File: src/rtl/serial_add4_pkg.sv
// Shared definitions for the bit-serial adder: FSM encoding and default operand width.
package serial_add4_pkg;
  localparam int DEFAULT_WIDTH = 4;

  typedef enum logic [1:0] {
    IDLE = 2'b00,
    RUN  = 2'b01,
    DONE = 2'b10
  } state_t;
endpackage

File: src/rtl/serial_add4_fa.sv
// Single-bit full-adder cell used once by the serial adder datapath.
module fa (
  output logic s,
  output logic co,
  input  logic a,
  input  logic b,
  input  logic ci
);
  assign s  = a ^ b ^ ci;
  assign co = (a & b) | (ci & (a ^ b));
endmodule

File: src/rtl/serial_add4.sv
// Bit-serial adder: one full-adder cell per cycle, LSB first, WIDTH cycles per sum.
module serial_add4
  import serial_add4_pkg::*;
#(
  parameter int WIDTH = DEFAULT_WIDTH
) (
  input  logic             clk,
  input  logic             reset,
  input  logic             start,
  input  logic [WIDTH-1:0] a,
  input  logic [WIDTH-1:0] b,
  input  logic             ci,
  output logic             busy,
  output logic             done,
  output logic [WIDTH-1:0] s,
  output logic             co
);
  localparam int CW = $clog2(WIDTH + 1);

  state_t           state, state_nxt;
  logic [WIDTH-1:0] a_sr, b_sr, acc;
  logic             carry;
  logic [CW-1:0]    cnt;
  logic             cell_s, cell_co;
  logic             load, last;

  fa u_fa (
    .s  (cell_s),
    .co (cell_co),
    .a  (a_sr[0]),
    .b  (b_sr[0]),
    .ci (carry)
  );

  assign last = (cnt == CW'(WIDTH - 1));

  always_comb begin
    state_nxt = state;
    load      = 1'b0;
    case (state)
      IDLE: if (start) begin load = 1'b1; state_nxt = RUN; end
      RUN:  if (last) state_nxt = DONE;
      DONE: begin
        if (start) begin load = 1'b1; state_nxt = RUN; end
        else state_nxt = IDLE;
      end
      default: state_nxt = IDLE;
    endcase
  end

  always_ff @(posedge clk or posedge reset) begin
    if (reset) begin
      state <= IDLE;
      busy  <= 1'b0;
      done  <= 1'b0;
    end else begin
      state <= state_nxt;
      busy  <= (state_nxt == RUN);
      done  <= (state_nxt == DONE);
    end
  end

  // acc collects sum bits from the MSB side; s/co only see it on the final RUN edge
  always_ff @(posedge clk or posedge reset) begin
    if (reset) begin
      a_sr  <= '0;
      b_sr  <= '0;
      acc   <= '0;
      carry <= 1'b0;
      cnt   <= '0;
      s     <= '0;
      co    <= 1'b0;
    end else if (load) begin
      a_sr  <= a;
      b_sr  <= b;
      acc   <= '0;
      carry <= ci;
      cnt   <= '0;
    end else if (state == RUN) begin
      a_sr  <= a_sr >> 1;
      b_sr  <= b_sr >> 1;
      acc   <= {cell_s, acc[WIDTH-1:1]};
      carry <= cell_co;
      cnt   <= cnt + CW'(1);
      if (last) begin
        s  <= {cell_s, acc[WIDTH-1:1]};
        co <= cell_co;
      end
    end
  end
endmodule
File: config.mk
export PLATFORM = sky130hd
export DESIGN_NAME = serial_add4
export DESIGN_NICKNAME = d
export VERILOG_FILES = /design/src/rtl/serial_add4_pkg.sv /design/src/rtl/serial_add4_fa.sv /design/src/rtl/serial_add4.sv
export SDC_FILE = /design/constraint.sdc
export NUM_CORES = 1
export LEC_CHECK = 0
export BUFFER_PORTS_ARGS = -buffer_cell sky130_fd_sc_hd__buf_2
export CORE_MARGIN = 1.5
export CORE_UTILIZATION = 30
export CTS_CLUSTER_DIAMETER = 120
export DETAILED_ROUTE_END_ITERATION = 10
export PLACE_DENSITY_LB_ADDON = 0.1
export SETUP_SLACK_MARGIN = 0.15
export SYNTH_ARGS = -nofsm -noshare
export SYNTH_HDL_FRONTEND = slang
export SYNTH_SLANG_ARGS = --single-unit
File: constraint.sdc
create_clock -name clk -period 1.3 [get_ports clk]
set_input_delay 0.13 -clock clk [delete_from_list [all_inputs] [get_ports clk]]
set_output_delay 0.13 -clock clk [all_outputs]
set_load 0.05 [all_outputs]
# Word-level counts from Yosys, hierarchy flattened
# Index checks and enable logic that the tools add are counted.
# word_totals
out_inout_bits	7
input_bits	12
elab_cells	42
reg_bits	25
# classes
n_addsub	1
muxes	16
eq_ne	5
bitwise	6
reduce_logical	4
# ops
operator	count
two-way mux 4 bit	6
two-way mux 3 bit	2
case mux 2 bit (3 select lines)	1
two-way mux 1 bit	5
== test 2 x 1 -> 1 bit (second input constant)	2
== test 2 bit (second input constant)	2
two-way mux 2 bit	2
adder 3 x 1 -> 3 bit (second input constant)	1
== test 3 x 2 -> 1 bit (second input constant)	1
AND reduction 3 bit	1
bitwise AND 1 bit	2
zero test 2 bit	1
nonzero test 2 bit	1
OR reduction 2 bit	1
XOR 1 bit	2
NOT 1 bit	1
bitwise OR 1 bit	1

# Logic depth before layout (Yosys ltp)
# logic_depth
depth_word	5
mapped_depth	5
depth_no_buf	5

# By module
# Synthesis repeated with hierarchy kept, for this count alone.
# unflattened
cells_unflattened	89
area_unflattened_um2	1116.1
# modules_own_cells
mod	n_inst	area_per_inst_um2	cells_each	seq_area_each_um2
serial_add4	1	1096.1	88	600.6
fa	1	20.0	1	0.0

# Worst setup path before layout
# No wires, ideal clock.
# synth_path
path_kind	reg-to-reg
startpoint	reg cnt[0]
endpoint	reg s[0]
required_time_ns	1.172
setup_time_ns	0.128
path_buffers	0
period_less_slack_ns	1.352
slack_ns	-0.052
stages_incl_launch_ff	5
arrival_time_ns	1.225
path_cell_list	dfrtp_1 ha_1 ha_1 nand3b_4 mux2_1
# synth_between
elab_chain_len	2
# synth_rtl
item	line_no	source
start, declared	serial_add4.sv:23	logic [CW-1:0] cnt;
start signal, assigned	serial_add4.sv:84	cnt <= cnt + CW'(1);
== test 3 x 2 -> 1 bit	serial_add4.sv:35	assign last = (cnt == CW'(WIDTH - 1));
AND reduction 3 bit (no line)	--	
end signal, assigned	serial_add4.sv:86	s <= {cell_s, acc[WIDTH-1:1]};
end, declared	serial_add4.sv:15	output logic [WIDTH-1:0] s,
# Every way passes these cells.
# A chain may end at the register's enable or synchronous reset.

# Final worst setup path
# Ends and elaborated chain as after synthesis.

==> results_dict.tcl <==
set metrics [dict create \
    synthTopCellsByCount "dfrtp_1 (24), inv_1 (7), a22o_1 (5)" \
    powerDensity_nw_per_um2 2720 \
    synth_top_area_frac 0.553 \
    worst_slew_pin_slew_ps 314 \
    slew_violations 0 \
    ios 19 \
    relSlewSlack 0.791 \
    gp_congestion 0.723 \
    detail-route-antenna-nets 0 \
    synth-seq-cells 24 \
    initial_utilization 0.318 \
    cap_violations 0 \
    synth.largest_area_cell "dfrtp_1" \
    numCtsBuffers 3 \
    swShare 0.401 \
    portBuffers 18 \
    nets 135 \
    synthTopCellsByArea "dfrtp_1 (55%), a22o_1 (4.0%), mux2i_1 (3.7%)" \
    hpwl_mm 1.50 \
    wl_met3_um 76 \
    clock_latency_ps 330 \
    cts_root_buf "clkbuf_4" \
    combPwrFrac 0.511 \
    met1_length_mm 1.06 \
    syn_area_per_cell_um2 11.9 \
    cpMostUsedCell "ha_4" \
    rsz0062_at_grt "yes" \
    crit_buf_inv 0 \
    grt_overflow 0 \
    max_stage_delay_ps 440 \
    grt_pass1_wl_mm 3.72 \
    pwr-share-seq 0.345 \
    yosysWarningCount 0 \
    grt_pass1_vias 763 \
    ys.flop_type "dfrtp_1" \
    hold_class "in2reg" \
    grt_start_max_net_pins 25 \
    diodes 0 \
    syn_area_um2 1090 \
    drc_errors 0 \
    slowest_stage "dfrtp_1" \
    period_share 0.989 \
    drt_wl_total_mm 2.10 \
    via_per_inst 4.71 \
    clk_pin_slew_ps 150 \
    finalSetupViolCount 0 \
    startpoint_type "flop" \
    endpoint_kind "flop" \
    avgRoutedWirePerCell_um 12.7 \
    place_inst 156 \
    path_class "reg2reg" \
    ir_drop_uv 588 \
    hold_viol 0 \
    drtPass1Iterations 4 \
    p_sw_uw 1540 \
    drive_gt1_frac 0.462 \
    crit_family "flip-flops" \
    worstPathArrival_ps 1520 \
    synthArstFlopShare 1.00 \
    drtIter0Drc 20 \
    cts_tree "done" \
    fin_cells 165 \
    detailed_place.area_um2 1270 \
    postLayoutCoreUtil 0.413 \
    status "finished, final reports clean" \
    synth_most_common_cell "dfrtp_1" \
    coreArea_um2 3420 \
    power.internal_uw 2300 \
    htree_num_levels 1 \
    dpl_worst_slack_ps 0.142 \
    synth-seq-area-share 0.553 \
    cts_buffer_depth 2 \
    final_cell_area_um2 1410 \
    critPathMaxFanout 4 \
    ys_types 27 \
    critPathRequiredTime_ps 1530 \
    finalClockSkew_ps 12.2 \
    synth_edf_count 0 \
    rows 21 \
    area_growth_syn_to_layout_pct 30.0 \
    die_w_um 63.2 \
    min_period_ps 1290 \
    via_count 777 \
    die_y_um 63.2 \
    antenna_found_initial 0 \
    syn-num-nets 106 \
    setup_ws_ps 14.3 \
    wl_met2_um 935 \
    crit_chain "ha_4 > ha_4 > nand3b_4 > mux2_4" \
    syn_inst 91 \
    groute.usage.overall 0.117 \
    max_freq_mhz 778 \
    p_leak_uw 0.000679 \
    clock_power_share 0.145 \
    dieArea_um2 3990 \
    cts.sinks 24 \
    dr.max_layer_used "met4" \
]
## path summary, 6_finish.rpt
check	start	endpoint	slack, ps	cells after the start
setup / recovery	cnt[0]	s[0]	10	4
hold reg to reg	co	co	510	2
setup reg to reg	cnt[0]	s[0]	10	4
max in group asynchronous	reset	state[0]	660	4
hold / removal	b[3]	b_sr[3]	20	2
min in group asynchronous	reset	done	380	4
## placed cells by master (no fill, tap or decap), types with 4 or more instances in the layout
master	count
buf_2	17
a22o_1	5
mux2i_1	4
inv_2	4
mux2_4	4
dfrtp_1	23
o21ai_1	5
buf_4	9
nor2_1	4
clkbuf_4	4
## what timing repair did
action,CTS,global route
setup endpoints to repair,18,17
endpoints found under the hold margin,24,0
resized for setup,7,11
pin swaps,3,4
hold buffers,1,0
buffers inserted,2,2
## power by group through the flow
| stage | sequential [µW] | combinational, µW | clock (µW) |
|---|---|---|---|
| after CTS | 1310 | 1860 | 564 |
| after global routing | 1380 | 2150 | 603 |
| after floorplan | 1590 | 1080 | 0 |
| final | 1320 | 1960 | 555 |
| after detailed placement | 1320 | 1740 | 0 |
| after global placement | 1310 | 1740 | 0 |
## layer usage
metal  vias to the layer above  global-route usage
li1                        375                   -
met1                       383               0.168
met2                        14               0.176
met3                         5              0.0161
met4                         0              0.0500
met5                         -                   0
## kinds of logic after synthesis
logic type / count (synthesis) / share of synthesized area
compound gates: 22 / 0.135
flops: 24 / 0.553
mux: 8 / 0.0783
simple gates: 22 / 0.134
buf+inv: 12 / 0.0588
fa+ha+maj: 3 / 0.0415
## worst reg2reg max path, cell delays in order, from the launching register on
cell	delay [ps]
dfrtp_1	440
ha_4	180
ha_4	160
nand3b_4	110
mux2_4	310
## metrics by stage
stage	power, µW	TNS [ps]	hold WS (ps)
finish	3830	0	17.7
global route	4130	-100	8.36
CTS	3730	-14.3	18.9
detailed placement	3070	0	208
global placement	3050	0	196
floorplan	2670	0	145
## final cells by class
class,count,area (µm²)
Clock inverter,1,30.0
Multi-Input combinational cell,55,492
Clock buffer,3,22.5
Tap cell,46,57.6
Timing Repair Buffer,29,181
Sequential cell,24,602
Fill cell,352,2000
Inverter,7,26.3
## registers in the layout, indices dropped and copies added, names as in the netlist
register / count
busy: 1
b_sr: 4
s: 4
co: 1
state: 2
done: 1
acc: 3
cnt: 3
carry: 1
a_sr: 4
No activity file was read; power rests on OpenSTA's default activity.
